<file path="config.mk">
export PLATFORM = sky130hd
export DESIGN_NAME = nmi_apb_bridge
export DESIGN_NICKNAME = d
export VERILOG_FILES = /design/src/rtl/nmi_apb_pkg.sv /design/src/rtl/nmi_apb_decoder.sv /design/src/rtl/nmi_apb_bridge.sv
export SDC_FILE = /design/constraint.sdc
export NUM_CORES = 1
export LEC_CHECK = 0
export BUFFER_PORTS_ARGS = -buffer_cell sky130_fd_sc_hd__buf_4
export CORE_AREA = 2 2 243 245
export CTS_CLUSTER_SIZE = 24
export DETAILED_ROUTE_END_ITERATION = 16
export DIE_AREA = 0 0 245 247
export GPL_TIMING_DRIVEN = 0
export PLACE_DENSITY = 0.44
export SETUP_SLACK_MARGIN = 0.1
export SLEW_MARGIN = 20
export SYNTH_ARGS = -nofsm -noshare
export SYNTH_HDL_FRONTEND = slang
export SYNTH_HIERARCHICAL = 1
export SYNTH_SLANG_ARGS = --single-unit
</file>
<file path="constraint.sdc">
create_clock -name clk_i -period 5.4 [get_ports clk_i]
set_input_delay 0.27 -clock clk_i [delete_from_list [all_inputs] [get_ports clk_i]]
set_output_delay 0.27 -clock clk_i [all_outputs]
set_load 0.005 [all_outputs]
</file>
<file path="src/rtl/nmi_apb_pkg.sv">
// Shared types and constants for the NMI-to-APB4 bridge.
package nmi_apb_pkg;

  localparam int unsigned DATA_W = 32;
  localparam int unsigned STRB_W = 4;
  localparam logic [DATA_W-1:0] ERR_RDATA_DEFAULT = 32'hDEAD_BEEF;

  typedef enum logic [1:0] {
    IDLE   = 2'd0,
    SETUP  = 2'd1,
    ACCESS = 2'd2,
    RESP   = 2'd3
  } state_e;

  typedef enum logic [1:0] {
    ERR_NONE    = 2'd0,
    ERR_DECODE  = 2'd1,
    ERR_SLVERR  = 2'd2,
    ERR_TIMEOUT = 2'd3
  } err_e;

  // Slave index width; a single-slave map still needs one bit.
  function automatic int unsigned idx_width(input int unsigned n);
    return (n > 1) ? int'($clog2(n)) : 1;
  endfunction

endpackage

</file>
<file path="src/rtl/nmi_apb_decoder.sv">
// Combinational base/mask address decoder; lowest matching slave index wins.
module nmi_apb_decoder #(
  parameter int unsigned                   NUM_SLV    = 12,
  parameter int unsigned                   ADDR_WIDTH = 32,
  parameter logic [NUM_SLV*ADDR_WIDTH-1:0] SLV_BASE   = '0,
  parameter logic [NUM_SLV*ADDR_WIDTH-1:0] SLV_MASK   = '0,
  parameter int unsigned                   IDX_W      = 4
) (
  input  logic [ADDR_WIDTH-1:0] addr_i,
  output logic                  hit_o,
  output logic [NUM_SLV-1:0]    onehot_o,
  output logic [IDX_W-1:0]      idx_o
);

  // Walk from the top down so the lowest hitting index overwrites the rest.
  always_comb begin
    hit_o    = 1'b0;
    onehot_o = '0;
    idx_o    = '0;
    for (int i = int'(NUM_SLV) - 1; i >= 0; i--) begin
      if ((addr_i & SLV_MASK[i*ADDR_WIDTH +: ADDR_WIDTH]) == SLV_BASE[i*ADDR_WIDTH +: ADDR_WIDTH]) begin
        hit_o       = 1'b1;
        onehot_o    = '0;
        onehot_o[i] = 1'b1;
        idx_o       = IDX_W'(i);
      end
    end
  end

endmodule

</file>
<file path="src/rtl/nmi_apb_bridge.sv">
// NMI-to-APB4 bridge: one transaction at a time, address decode, SETUP/ACCESS
// sequencing, and decode/slverr/timeout termination with a sticky error sideband.
module nmi_apb_bridge
  import nmi_apb_pkg::*;
#(
  parameter int unsigned                   NUM_SLV    = 12,
  parameter int unsigned                   ADDR_WIDTH = 32,
  parameter logic [NUM_SLV*ADDR_WIDTH-1:0] SLV_BASE   = '0,
  parameter logic [NUM_SLV*ADDR_WIDTH-1:0] SLV_MASK   = '0,
  parameter int unsigned                   TIMEOUT    = 256,
  parameter logic [DATA_W-1:0]             ERR_RDATA  = ERR_RDATA_DEFAULT
) (
  input  logic                        clk_i,
  input  logic                        rst_n_i,
  input  logic                        nmi_valid_i,
  input  logic                        nmi_instr_i,
  input  logic [ADDR_WIDTH-1:0]       nmi_addr_i,
  input  logic [DATA_W-1:0]           nmi_wdata_i,
  input  logic [STRB_W-1:0]           nmi_wstrb_i,
  output logic                        nmi_ready_o,
  output logic [DATA_W-1:0]           nmi_rdata_o,
  output logic [ADDR_WIDTH-1:0]       paddr_o,
  output logic [2:0]                  pprot_o,
  output logic [NUM_SLV-1:0]          psel_o,
  output logic                        penable_o,
  output logic                        pwrite_o,
  output logic [DATA_W-1:0]           pwdata_o,
  output logic [STRB_W-1:0]           pstrb_o,
  input  logic [NUM_SLV*DATA_W-1:0]   prdata_i,
  input  logic [NUM_SLV-1:0]          pready_i,
  input  logic [NUM_SLV-1:0]          pslverr_i,
  output logic                        err_o,
  output logic [1:0]                  err_type_o,
  output logic [ADDR_WIDTH-1:0]       err_addr_o
);

  localparam int unsigned IDX_W   = idx_width(NUM_SLV);
  localparam int unsigned CNT_W   = (TIMEOUT == 0) ? 1 : $clog2(TIMEOUT + 1);
  localparam int unsigned TO_LAST = (TIMEOUT == 0) ? 0 : TIMEOUT - 1;

  state_e                  state_q, state_d;
  logic [ADDR_WIDTH-1:0]   paddr_q, paddr_d;
  logic                    pwrite_q, pwrite_d;
  logic [DATA_W-1:0]       pwdata_q, pwdata_d;
  logic [STRB_W-1:0]       pstrb_q, pstrb_d;
  logic [2:0]              pprot_q, pprot_d;
  logic [IDX_W-1:0]        idx_q, idx_d;
  logic [NUM_SLV-1:0]      psel_q, psel_d;
  logic                    penable_q, penable_d;
  logic                    nmi_ready_q, nmi_ready_d;
  logic [DATA_W-1:0]       nmi_rdata_q, nmi_rdata_d;
  logic                    err_q, err_d;
  err_e                    err_type_q, err_type_d;
  logic [ADDR_WIDTH-1:0]   err_addr_q, err_addr_d;
  logic [CNT_W-1:0]        cnt_q, cnt_d;

  logic                    dec_hit;
  logic [NUM_SLV-1:0]      dec_oh;
  logic [IDX_W-1:0]        dec_idx;
  logic                    pready_sel, pslverr_sel;
  logic [DATA_W-1:0]       prdata_sel;
  logic                    capture;
  logic                    to_expire;

  nmi_apb_decoder #(
    .NUM_SLV    (NUM_SLV),
    .ADDR_WIDTH (ADDR_WIDTH),
    .SLV_BASE   (SLV_BASE),
    .SLV_MASK   (SLV_MASK),
    .IDX_W      (IDX_W)
  ) u_decoder (
    .addr_i   (nmi_addr_i),
    .hit_o    (dec_hit),
    .onehot_o (dec_oh),
    .idx_o    (dec_idx)
  );

  // Response mux for the slave captured at request time.
  always_comb begin
    pready_sel  = 1'b0;
    pslverr_sel = 1'b0;
    prdata_sel  = '0;
    for (int i = 0; i < int'(NUM_SLV); i++) begin
      if (idx_q == IDX_W'(i)) begin
        pready_sel  = pready_i[i];
        pslverr_sel = pslverr_i[i];
        prdata_sel  = prdata_i[i*DATA_W +: DATA_W];
      end
    end
  end

  assign capture   = (state_q == IDLE) && nmi_valid_i;
  assign to_expire = (TIMEOUT != 0) && (cnt_q == CNT_W'(TO_LAST)) && !pready_sel;

  always_ff @(posedge clk_i or negedge rst_n_i) begin
    if (!rst_n_i) state_q <= IDLE;
    else          state_q <= state_d;
  end

  always_comb begin
    state_d = state_q;
    unique case (state_q)
      IDLE:    if (nmi_valid_i) state_d = dec_hit ? SETUP : RESP;
      SETUP:   state_d = ACCESS;
      ACCESS:  if (pready_sel || to_expire) state_d = RESP;
      RESP:    state_d = IDLE;
      default: state_d = IDLE;
    endcase
  end

  // Everything visible at the ports is computed against state_d so it lands
  // registered in the same cycle the FSM enters the matching state.
  always_comb begin
    paddr_d     = paddr_q;
    pwrite_d    = pwrite_q;
    pwdata_d    = pwdata_q;
    pstrb_d     = pstrb_q;
    pprot_d     = pprot_q;
    idx_d       = idx_q;
    psel_d      = '0;
    penable_d   = 1'b0;
    nmi_ready_d = 1'b0;
    nmi_rdata_d = '0;
    err_d       = 1'b0;
    err_type_d  = err_type_q;
    err_addr_d  = err_addr_q;
    cnt_d       = cnt_q;

    if (capture) begin
      paddr_d  = nmi_addr_i;
      pwrite_d = |nmi_wstrb_i;
      pwdata_d = nmi_wdata_i;
      pstrb_d  = nmi_wstrb_i;
      pprot_d  = {nmi_instr_i, 2'b00};
      idx_d    = dec_idx;
    end

    if ((state_d == SETUP) || (state_d == ACCESS)) psel_d = capture ? dec_oh : psel_q;
    penable_d = (state_d == ACCESS);

    if (state_d == SETUP) begin
      cnt_d = '0;
    end else if ((state_q == ACCESS) && !pready_sel && (TIMEOUT != 0)) begin
      cnt_d = cnt_q + CNT_W'(1);
    end

    if (state_d == RESP) begin
      nmi_ready_d = 1'b1;
      if (state_q == IDLE) begin
        err_d       = 1'b1;
        err_type_d  = ERR_DECODE;
        err_addr_d  = nmi_addr_i;
        nmi_rdata_d = ERR_RDATA;
      end else if (!pready_sel) begin
        err_d       = 1'b1;
        err_type_d  = ERR_TIMEOUT;
        err_addr_d  = paddr_q;
        nmi_rdata_d = ERR_RDATA;
      end else if (pslverr_sel) begin
        err_d       = 1'b1;
        err_type_d  = ERR_SLVERR;
        err_addr_d  = paddr_q;
        nmi_rdata_d = ERR_RDATA;
      end else begin
        nmi_rdata_d = pwrite_q ? '0 : prdata_sel;
      end
    end
  end

  always_ff @(posedge clk_i or negedge rst_n_i) begin
    if (!rst_n_i) begin
      paddr_q     <= '0;
      pwrite_q    <= 1'b0;
      pwdata_q    <= '0;
      pstrb_q     <= '0;
      pprot_q     <= '0;
      idx_q       <= '0;
      psel_q      <= '0;
      penable_q   <= 1'b0;
      nmi_ready_q <= 1'b0;
      nmi_rdata_q <= '0;
      err_q       <= 1'b0;
      err_type_q  <= ERR_NONE;
      err_addr_q  <= '0;
      cnt_q       <= '0;
    end else begin
      paddr_q     <= paddr_d;
      pwrite_q    <= pwrite_d;
      pwdata_q    <= pwdata_d;
      pstrb_q     <= pstrb_d;
      pprot_q     <= pprot_d;
      idx_q       <= idx_d;
      psel_q      <= psel_d;
      penable_q   <= penable_d;
      nmi_ready_q <= nmi_ready_d;
      nmi_rdata_q <= nmi_rdata_d;
      err_q       <= err_d;
      err_type_q  <= err_type_d;
      err_addr_q  <= err_addr_d;
      cnt_q       <= cnt_d;
    end
  end

  assign nmi_ready_o = nmi_ready_q;
  assign nmi_rdata_o = nmi_rdata_q;
  assign paddr_o     = paddr_q;
  assign pprot_o     = pprot_q;
  assign psel_o      = psel_q;
  assign penable_o   = penable_q;
  assign pwrite_o    = pwrite_q;
  assign pwdata_o    = pwdata_q;
  assign pstrb_o     = pstrb_q;
  assign err_o       = err_q;
  assign err_type_o  = err_type_q;
  assign err_addr_o  = err_addr_q;

endmodule

</file>
**After elaboration in Yosys (flattened, before gate mapping)**

Index checks and enable logic that the tools add are counted.

- $add $sub $neg: 1
- Equal/unequal tests: 9
- Multiplexer cells: 23
- Reduce and logical (&&, ||, !) cells: 10

Operators with widths:

| kind | number |
|---|---|
| 32-bit two-way mux | 8 |
| 12-bit two-way mux | 2 |
| 9-bit two-way mux | 2 |
| 2-bit two-way mux | 5 |
| 9-bit by 1-bit adder with 9-bit output, second input constant | 1 |
| 9-bit by 8-bit equality test with 1-bit output, second input constant | 1 |
| 2-bit equality test, second input constant | 4 |
| 2-bit one-hot mux with 4 select lines | 1 |
| 1-bit two-way mux | 5 |
| 2-bit by 1-bit equality test with 1-bit output, second input constant | 2 |
| 4-bit OR reduction | 1 |
| 1-bit logical AND | 3 |
| 3-bit by 1-bit inequality test with 1-bit output, second input constant | 1 |
| 2-bit zero test | 1 |
| 1-bit logical OR | 2 |
| 2-bit inequality test, second input constant | 1 |
| 2-bit AND reduction | 1 |
| 2-bit nonzero test | 1 |
| 1-bit zero test | 1 |

- Register bits after elaboration: 162

**Logic depth before layout (Yosys ltp)**

Gate-level depths: netlist of run 1.

- Depth in word-level cells: 8
- Depth in mapped cells: 14

**By module**

Netlist of run 1, hierarchy kept.

Modules (own cells, without submodules):

| module | times used | cells an instance | area each (um^2) | seq. area each (um^2) |
|---|---|---|---|---|
| nmi_apb_bridge | 1 | 1065 | 10323.7 | 4154.0 |
| nmi_apb_decoder | 1 | 19 | 135.1 | 0.0 |

**Worst setup path before layout of run 1**

OpenSTA, ideal clock, no wires.

- Path kind: reg-to-reg
- Start: register idx_q[0] (netlist name)
- End: register nmi_rdata_q[0] (netlist: nmi_rdata_o[0])
- Setup time: 116 ps
- Arrival time: 2915 ps
- Setup slack: 2370 ps
- Stages on the path, launching flop included: 15
- Path buffers: 4
- Cells stage by stage: dfrtp_1 -> buf_6 -> buf_6 -> nand2b_1 -> a211oi_2 -> o22ai_1 -> o21a_1 -> buf_2 -> a22o_1 -> a21oi_1 -> ha_1 -> nor2b_1 -> clkbuf_1 -> o21ai_0 -> o311ai_0

RTL lines:

| element | line | source |
|---|---|---|
| to (signal assigned) | nmi_apb_bridge.sv:196 | `nmi_rdata_q <= nmi_rdata_d;` |
| to (decl) | nmi_apb_bridge.sv:51 | `logic [DATA_W-1:0] nmi_rdata_q, nmi_rdata_d;` |

**Worst setup path in the final report of run 1**

- Start: register state_q[0]
- End: register nmi_rdata_q[10] (netlist: nmi_rdata_o[10])

- Longest elaborated chain between the ends: 4

RTL lines:

| element | line | source |
|---|---|---|
| from (decl) | nmi_apb_bridge.sv:41 | `state_e state_q, state_d;` |
| from (signal assigned) | nmi_apb_bridge.sv:97 | `else state_q <= state_d;` |
| 2-bit equality test, or another cell as far along | nmi_apb_bridge.sv:102 | `unique case (state_q)` |
| 2-bit one-hot mux with 4 select lines (*) | nmi_apb_bridge.sv:102 |  |
| via state_d[0] | nmi_apb_bridge.sv:41 |  |
| 2-bit equality test (*) | nmi_apb_bridge.sv:147 | `if (state_d == RESP) begin` |
| 32-bit two-way mux (*) | nmi_apb_bridge.sv:147 |  |
| via nmi_rdata_d[10] | nmi_apb_bridge.sv:51 |  |

The timed path passes the listed nets; every way through them passes the cells marked *.
A chain may end at the register's enable or synchronous reset.

==> results of run 1 <==
## placed cells by master, fill, tap and decap left out, types with 6 or more instances in the layout
cell type	netlist	final
dfrtp_1	166	166
conb_1	3	19
o22ai_1	15	15
buf_4	21	650
clkbuf_16	0	17
a221oi_1	7	7
o211ai_1	6	6
ha_1	7	7
nor3_1	6	6
o311ai_0	7	7
nand2_1	304	304
buf_1	13	13
nor2_1	42	42
buf_2	24	27
mux2i_1	30	30
nand3_1	16	16
nand2b_1	8	8
mux2_4	29	29
mux4_2	52	52
buf_6	6	6
clkbuf_1	45	45
inv_1	11	11
a21oi_1	75	75
nor2b_1	8	8
o221ai_1	16	16
o21ai_0	39	39
mux2_2	54	54
dlygate4sd3_1	0	70
## final cells by class
cell class	instances	area (um^2)	share of cell area, %
Antenna cell	3	7.51	0.0427
Timing Repair Buffer	704	5480	31.2
Multi-Input combinational cell	812	5770	32.8
Sequential cell	166	4150	23.6
Clock inverter	15	153	0.869
Clock buffer	17	425	2.42
Buffer	109	563	3.20
Tap cell	773	967	5.50
Inverter	13	48.8	0.278
## worst max path at each step
stage / from / end / slack (ps) / cells past startpoint
after floorplan: idx_q[0]$_DFFE_PN0P_ / nmi_rdata_o[0]$_DFF_PN0_ / 2370 / 14
after global placement: idx_q[0]$_DFFE_PN0P_ / nmi_rdata_o[18]$_DFF_PN0_ / 780 / 10
after detailed placement: state_q[0]$_DFF_PN0_ / nmi_rdata_o[13]$_DFF_PN0_ / 1190 / 12
after CTS: state_q[0]$_DFF_PN0_ / nmi_rdata_o[10]$_DFF_PN0_ / 1190 / 12
after global routing: idx_q[2]$_DFFE_PN0P_ / nmi_rdata_o[12]$_DFF_PN0_ / 900 / 12
final: state_q[0]$_DFF_PN0_ / nmi_rdata_o[10]$_DFF_PN0_ / 1160 / 12
## synth_stat cells (all sizes together) (15+ instances only)
cell type	number
mux2	85
dfrtp	166
clkbuf	45
o22ai	15
nor2	43
o221ai	16
buf	64
mux4	52
mux2i	30
o21ai	39
a21oi	75
nand2	305
nand3	16
## flip-flops by register name, indices dropped and copies added (netlist names), 2 cells and up
name,cells
cnt_q,9
err_type_o,2
err_addr_o,32
paddr_o,32
pwdata_o,32
psel_o,12
pstrb_o,4
nmi_rdata_o,32
state_q,2
idx_q,4
## where the power goes
group / internal (mW) / total, mW / switching [mW]
clock: 0.615 / 1.26 / 0.647
combinational: 2.66 / 6.11 / 3.45
sequential: 1.80 / 2.10 / 0.306
total: 5.07 / 9.47 / 4.40
## critical path, cell delays in order (launching register included)
cell and delay [ps]:
dfrtp_1 360, inv_1 110, ha_1 160, clkbuf_1 520
clkbuf_1 610, nor2_1 90, a22o_1 240, a21oi_1 250
ha_1 440, nor2b_1 260, clkbuf_1 440, o21ai_0 190
o311ai_0 420
## logic make-up (layout without fill, tap and decap cells)
family	Yosys count	after routing	synth area share [%]
buf+inv	122	858	5.85
simple gates	410	410	16.1
fa+ha+maj	7	7	0.837
compound gates	208	208	13.1
other cells	3	22	0.108
mux	167	167	24.3
xor+xnor	1	1	0.0838
flops	166	166	39.7
## metal layers
layer  vias up  wire length (um)
met5         -                53
met2       568             29800
met4         8              1450
li1       5304                 -
met1      5903             30700
met3        71              5710
## timing repair
action / in CTS / in global routing
hold endpoints to repair: 153 / 0
hold buffers: 70 / 0
endpoints found under the setup margin: 0 / 0
## through the flow
stage,power (mW),hold slack [ps],cells,utilization [%],instance area (um^2)
CTS,9.54,51.4,2609,30.2,17600
finish,9.47,101,2612,30.2,17600
floorplan,5.31,-25.6,1100,-,10500
detailed placement,8.18,356,2507,28.0,16300
global placement,8.08,460,2503,27.8,16200
global route,10.1,82.5,2611,30.2,17600
==> key figures, run 1 <==
Global routing
  • All-Layer GR Usage: roughly 22%
  • Largest net degree at the start of global routing: 86
  • Total global routing overflow: 0
  • First-pass GRT wire length: 92200 um
  • Initial antenna violation count: 15
  • Number of global-route vias before repair: 12039
  • Met1 Use GR: between 30% and 40%
  • GRT busiest layer: met2
  • Met3 global-route usage: 6.29%
  • Met2 layer usage reported by global route: roughly 33%

Timing
  • Period minus WS final: 4240 ps
  • Count of pins over their slew limit: 0
  • Total negative slack: 0 ps
  • Maximum clock rate: roughly 240 MHz
  • RSZ-0062 raised after global routing: no
  • Fin crit share: 78.5%
  • Setup violations, final: 0
  • Max-slew headroom: between 20 and 30%
  • Final count of hold timing violations: 0
  • Final worst setup slack: between 1000 and 1500 ps
  • Worst Max-Slew Pin Slew: 1060 ps
  • Clock Skew: 21.4 ps

Worst setup path
  • Worst R2R Setup Slack: ~1200 ps
  • CP Max Fanout: 10
  • R2R Path Start: state_q[0]$_DFF_PN0_
  • Reg2Reg Depth: 12
  • Worst Setup Start Kind: register
  • CP Class: reg -> reg
  • Arrival @ worst endpoint: 4580 ps
  • Critical path required time: 5740 ps
  • Worst R2R End: nmi_rdata_o[10]$_DFF_PN0_
  • CP Capture Type: register

Detailed routing
  • Routed vias/inst: 4.54
  • Wire per inst: 25.9 um
  • 1st-pass router iterations: 5
  • WL final: 67700 um
  • # DRC: 0
  • ANT nets after route: 0
  • Via count: 11854
  • Detailed Route Iter0 Violations: ~940

Floorplanning
  • IO Count: 633
  • Die area: 0.0605 mm^2
  • Site Rows: 89
  • Core area: 0.0582 mm^2
  • Die height: about 250 um
  • Die width: 245 um
  • Starting density of the core: 18.0%

Outcome
  • Run status: finished clean

Clock network
  • Clock Path Buffers: 2
  • Skew-Pair Late Insertion Delay: a little under 500 ps
  • CTS buffer count: 17
  • Post-CTS sizing: 0
  • H-tree Lvls: 4
  • Clock-pin transition on the worst setup and hold timing paths: around 80 ps
  • CTS tree: yes
  • Clock Sinks: 166
  • Root Driver: clkbuf_16
  • Post-CTS setup repair buffer count: 0

Placed design
  • GPL Wtd Cong: 0.963
  • HPWL after DPL: 56300 um
  • Setup WS pre-CTS: approximately 1200 ps
  • Port-buffer cells: 630

Yosys
  • Sequential area share after synthesis: roughly two fifths
  • Predominant post-synthesis flop cell: dfrtp_1
  • Mapped Area: 0.0105 mm^2
  • FF+latch count, synth: 166
  • Async SR Flop Fraction: 100%
  • Top cell type's share of synthesized area: around two fifths
  • Synth Instances: 1084
  • Largest area contributor in the netlist: dfrtp_1
  • Syn avg cell area: 9.65 um^2
  • Synth area leaders: dfrtp_1 40%, mux4_2 11%, nand2_1 11%, mux2_2 5.8%, mux2_4 4.2%
  • Yosys cell types: 64
  • Synth warn: 6
  • EDFF count, synth: 0

Pwr
  • PwrDens: 539 mW/mm^2
  • Worst IR Drop VDD: roughly 0.00026 V
  • Leak: 8.49 nW

Finish
  • Fill count: 6217
  • Nets@finish: 2310
  • Layout area overhead: 68.0%
  • Share of layout cells above drive strength 1: 47.4%

Worst hold path
  • Hold-critical path depth: 3
  • Hold Crit Class: in -> reg
  • Hold Path Origin: prdata_i[325]
  • Hold-critical path endpoint: nmi_rdata_o[5]$_DFF_PN0_

Run
  • Max_cap viols: 0
No activity file was read; power rests on OpenSTA's default activity.
==> run 2, diff against run 1 <==
ABC_AREA = 1   (was default)
CORE_AREA = 2 2 244 246   (was 2 2 243 245)
DIE_AREA = 0 0 246 248   (was 0 0 245 247)
PLACE_DENSITY = 0.43   (was 0.44)
clock period = 4.4 ns   (was 5.4 ns; I/O delays follow)
==> key figures, run 2 <==
Yosys
  • Post-synthesis mux area share: 0% (-24 points)
  • Post-synth top cells: 599 x nand2_1, 166 x dfrtp_1, 120 x nand3_1
  • Post-synthesis compound-gate area fraction: 11.6% (-1.4 points)
  • Mapped Area: 0.00994 mm^2 (-4.9%)
  • EDFF count, synth: 0 (unchanged)
  • FF+latch count, synth: 166 (unchanged)
  • Post-synthesis xor/xnor area fraction: 0.264% (+0.18 points)
  • Syn avg cell area: 6.79 um^2 (-30%)
  • Synth Instances: 1464 (+35%)
  • Adder-cell share of the synthesized area: 0.881% (+0.043 points)
  • Yosys cell types: 34 (-47%)
  • Sequential area share after synthesis: 41.8% (+2.1 points)
  • Largest area contributor in the netlist: dfrtp_1
  • Main combinational cell family by area after synthesis: simple AND/OR/NAND/NOR gates
  • Count leader, synth: nand2_1
  • Async SR Flop Fraction: 100% (unchanged)
  • Predominant post-synthesis flop cell: dfrtp_1
  • Top cell type's share of synthesized area: 41.8% (+2.1 points)
  • Synth area leaders: dfrtp_1 42%, nand2_1 23%, nand3_1 6.0%, o21ai_0 5.1%, a21oi_1 4.3%
  • Synth Area in Simple Gates: 36.3% (+20 points)
  • Synth warn: 6 (unchanged)

Worst setup path
  • CP most frequent cell: inv_1
  • CP Class: reg -> reg
  • Number of cells on the critical path: 14 (+2)
  • CP Capture Type: register
  • Cell family with most CP delay: buffers and inverters
  • Critical-path cell list: inv_1 > ha_1 > inv_1 > clkbuf_1 > clkbuf_1 > o21a_1 > inv_1 > ha_1 > clkbuf_2 > inv_1 > nor2_2 > clkbuf_1 > o211ai_1 > nand2_1
  • Slowest-stage cell, CP: clkbuf_1
  • Critical path required time: 4780 ps (-960 ps)
  • R2R Path Start: state_q[0]$_DFF_PN0_
  • Buf/Inv on CP: 8 (+4)
  • Critical Path Max Stage Delay: 520 ps (-90 ps)
  • Arrival @ worst endpoint: 4200 ps (-380 ps)
  • Worst Setup Start Kind: register
  • CP startpoint: state_q[0]$_DFF_PN0_
  • Worst R2R End: nmi_rdata_o[30]$_DFF_PN0_
  • CP Max Fanout: 10 (unchanged)
  • Worst R2R Setup Slack: 580 ps (-580 ps)
  • Reg2Reg Depth: 14 (+2)
  • Worst Setup EP: nmi_rdata_o[30]$_DFF_PN0_

Outcome
  • Run status: finished clean

Placed design
  • HPWL after DPL: 61000 um (+8.4%)
  • Port-buffer cells: 630 (unchanged)
  • GPL Wtd Cong: 1.04 (+7.8%)
  • Placed cell area: 0.0157 mm^2 (-3.4%)
  • Cells after DPL: 2884 (+15%)

Clock network
  • CTS buffer count: 17 (unchanged)
  • CTS tree: yes
  • Clock-pin transition on the worst setup and hold timing paths: 80 ps (about the same)
  • Clock Sinks: 166 (unchanged)
  • Root Driver: clkbuf_16
  • Skew-Pair Late Insertion Delay: 450 ps (-40 ps)
  • H-tree Lvls: 4 (unchanged)
  • Post-CTS setup repair buffer count: 0 (unchanged)
  • Clock Path Buffers: 2 (unchanged)

Detailed routing
  • Wire per inst: 24.4 um (-5.9%)
  • WL final: 72400 um (+6.9%)
  • Routed vias/inst: 4.34 (-4.4%)
  • Via count: 12882 (+8.7%)
  • 1st-pass router iterations: 5 (unchanged)
  • ANT nets after route: 0 (unchanged)
  • # DRC: 0 (unchanged)
  • Detailed Route Iter0 Violations: 718 (-24%)

Timing
  • Clock Skew: 10.2 ps (-11.3 ps)
  • Fin crit share: 86.8% (+8.2 points)
  • Final count of hold timing violations: 0 (unchanged)
  • Period minus WS final: 3820 ps (-423 ps)
  • Worst Max-Slew Pin Slew: 877 ps (-186 ps)
  • Max-slew headroom: 41.5% (+13 points)
  • Maximum clock rate: 262 MHz (+11%)
  • Count of pins over their slew limit: 0 (unchanged)
  • RSZ-0062 raised after global routing: no
  • Setup violations, final: 0 (unchanged)

Worst hold path
  • Hold-critical path depth: 3 (unchanged)
  • Hold Path Origin: nmi_wstrb_i[1]
  • Hold Crit Class: in -> reg

Floorplanning
  • Starting density of the core: 17.0% (-0.95 points)
  • Die width: 246 um (+0.41%)
  • Die area: 0.0610 mm^2 (+0.81%)
  • Core area: 0.0585 mm^2 (+0.38%)
  • Die height: 248 um (+0.40%)
  • IO Count: 633 (unchanged)
  • Site Rows: 89 (unchanged)

Pwr
  • Reg power frac: 24.5% (+2.3 points)
  • Worst IR Drop VDD: 0.000309 V (+17%)
  • Clock share of power: 14.0% (+0.7 points)
  • Sw Ratio: 50.6% (+4.1 points)
  • P_sw: 5.19 mW (+18%)
  • Leak: 8.79 nW (+3.5%)
  • PwrDens: 614 mW/mm^2 (+14%)
  • Comb pwr share: 61.4% (-3.1 points)
  • P_int: 5.06 mW (-0.19%)

Finish
  • Nets@finish: 2654 (+15%)
  • Final Cell Area: 0.0167 mm^2 (-5.0%)
  • Non-filler cells, final: 2968 (+14%)
  • Share of layout cells above drive strength 1: 33.1% (-14 points)
  • Fill count: 6511 (+4.7%)
  • Commonest non-fill, non-tap cell in the layout: buf_4
  • Most frequent cells in the layout: 653 x buf_4, 599 x nand2_1, 166 x dfrtp_1
  • Layout area overhead: 67.8%

Global routing
  • Largest net degree at the start of global routing: 89 (+3.5%)
  • First-pass GRT wire length: 97700 um (+5.9%)
  • Number of global-route vias before repair: 13127 (+9.0%)
  • All-Layer GR Usage: 22.9% (+0.90 points)
  • Initial antenna violation count: 21 (+6)
  • GRT busiest layer: met2
  • Met2 layer usage reported by global route: 40.6% (+7.7 points)
  • Total global routing overflow: 0 (unchanged)
  • Met3 global-route usage: 7.24% (+0.95 points)
  • Met1 Use GR: 25.1% (-5.7 points)

Run
  • Max_cap viols: 0 (unchanged)
run 2: changes by cell type in the layout (fill, tap and decap cells not counted), moves of 54 or more:
cell / before / now
inv_1: 11 / 99
mux2_2: 54 / 0
nand2_1: 304 / 599
nand3_1: 16 / 120
o21ai_0: 39 / 101
run 2: repair_timing:
item | 4_1_cts | 5_1_grt
hold endpoints to repair | 114 | 0
resized for setup | 3 | 2
cloned | 0 | 0
setup endpoints to repair | 30 | 30
hold buffers | 37 | 0
run 2: how the worst min path moves through the flow:
stage / to
2_1_floorplan: cnt_q[0]$_DFFE_PN0P_
3_3_place_gp: pwdata_o[8]$_DFFE_PN0P_
3_5_place_dp: pwdata_o[13]$_DFFE_PN0P_
4_1_cts: pstrb_o[1]$_DFFE_PN0P_
5_1_grt: pwdata_o[13]$_DFFE_PN0P_
6_report: pstrb_o[1]$_DFFE_PN0P_
run 2: layout make-up:
| cell class | count | area [um^2] | area share (%) |
|---|---|---|---|
| inverter | 105 | 394 | 2.36 |
| multi-input combinational | 1104 | 4950 | 29.7 |
| sequential | 166 | 4150 | 24.9 |
| antenna | 15 | 37.5 | 0.225 |
| tap | 773 | 967 | 5.80 |
| timing repair buffer | 668 | 5130 | 30.8 |
| buffer | 105 | 509 | 3.05 |
| clock buffer | 20 | 437 | 2.62 |
| clock inverter | 12 | 95.1 | 0.570 |
run 2: cell families (layout without fill, tap and decap cells):
family          after synthesis  in the layout
flops                       166            166
xor+xnor                      3              3
other cells                   3             34
simple gates                860            860
buf+inv                     210            910
compound gates              215            215
fa+ha+maj                     7              7
run 2: layer usage:
metal  routed length (um)  part of all wire, %  vias to the layer above
li1                     -                    -                     6112
met1                27200                   38                     6153
met2                36800                   51                      527
met3                 5780                  8.0                       82
met4                 2550                  3.5                        8
met5                   55                0.076                        -
run 2: power groups by stage:
| stage | combinational, mW | clock, mW | sequential [mW] |
|---|---|---|---|
| after global placement | 6.36 | 0 | 2.52 |
| after global routing | 6.95 | 1.56 | 2.59 |
| after floorplan | 2.96 | 0 | 2.51 |
| after CTS | 6.43 | 1.50 | 2.51 |
| final | 6.30 | 1.44 | 2.51 |
| after detailed placement | 6.39 | 0 | 2.52 |
run 2: worst min-delay path, cell delays in order:
cell and delay [ps]:
buf_4 80, nor2_1 40, nor2_1 90
run 2: through the flow:
step           power, mW  setup slack (ps)  util (%)  TNS [ps]  hold slack, ps
2_1_floorplan       5.47              1700         -         0           -75.6
5_1_grt             11.1               194      28.5         0            13.0
3_5_place_dp        8.92             -38.9      26.9     -72.1             266
3_3_place_gp        8.88             -30.0      26.9     -30.7             413
6_report            10.2               583      28.5         0            24.2
4_1_cts             10.4               180      28.5         0            1.55
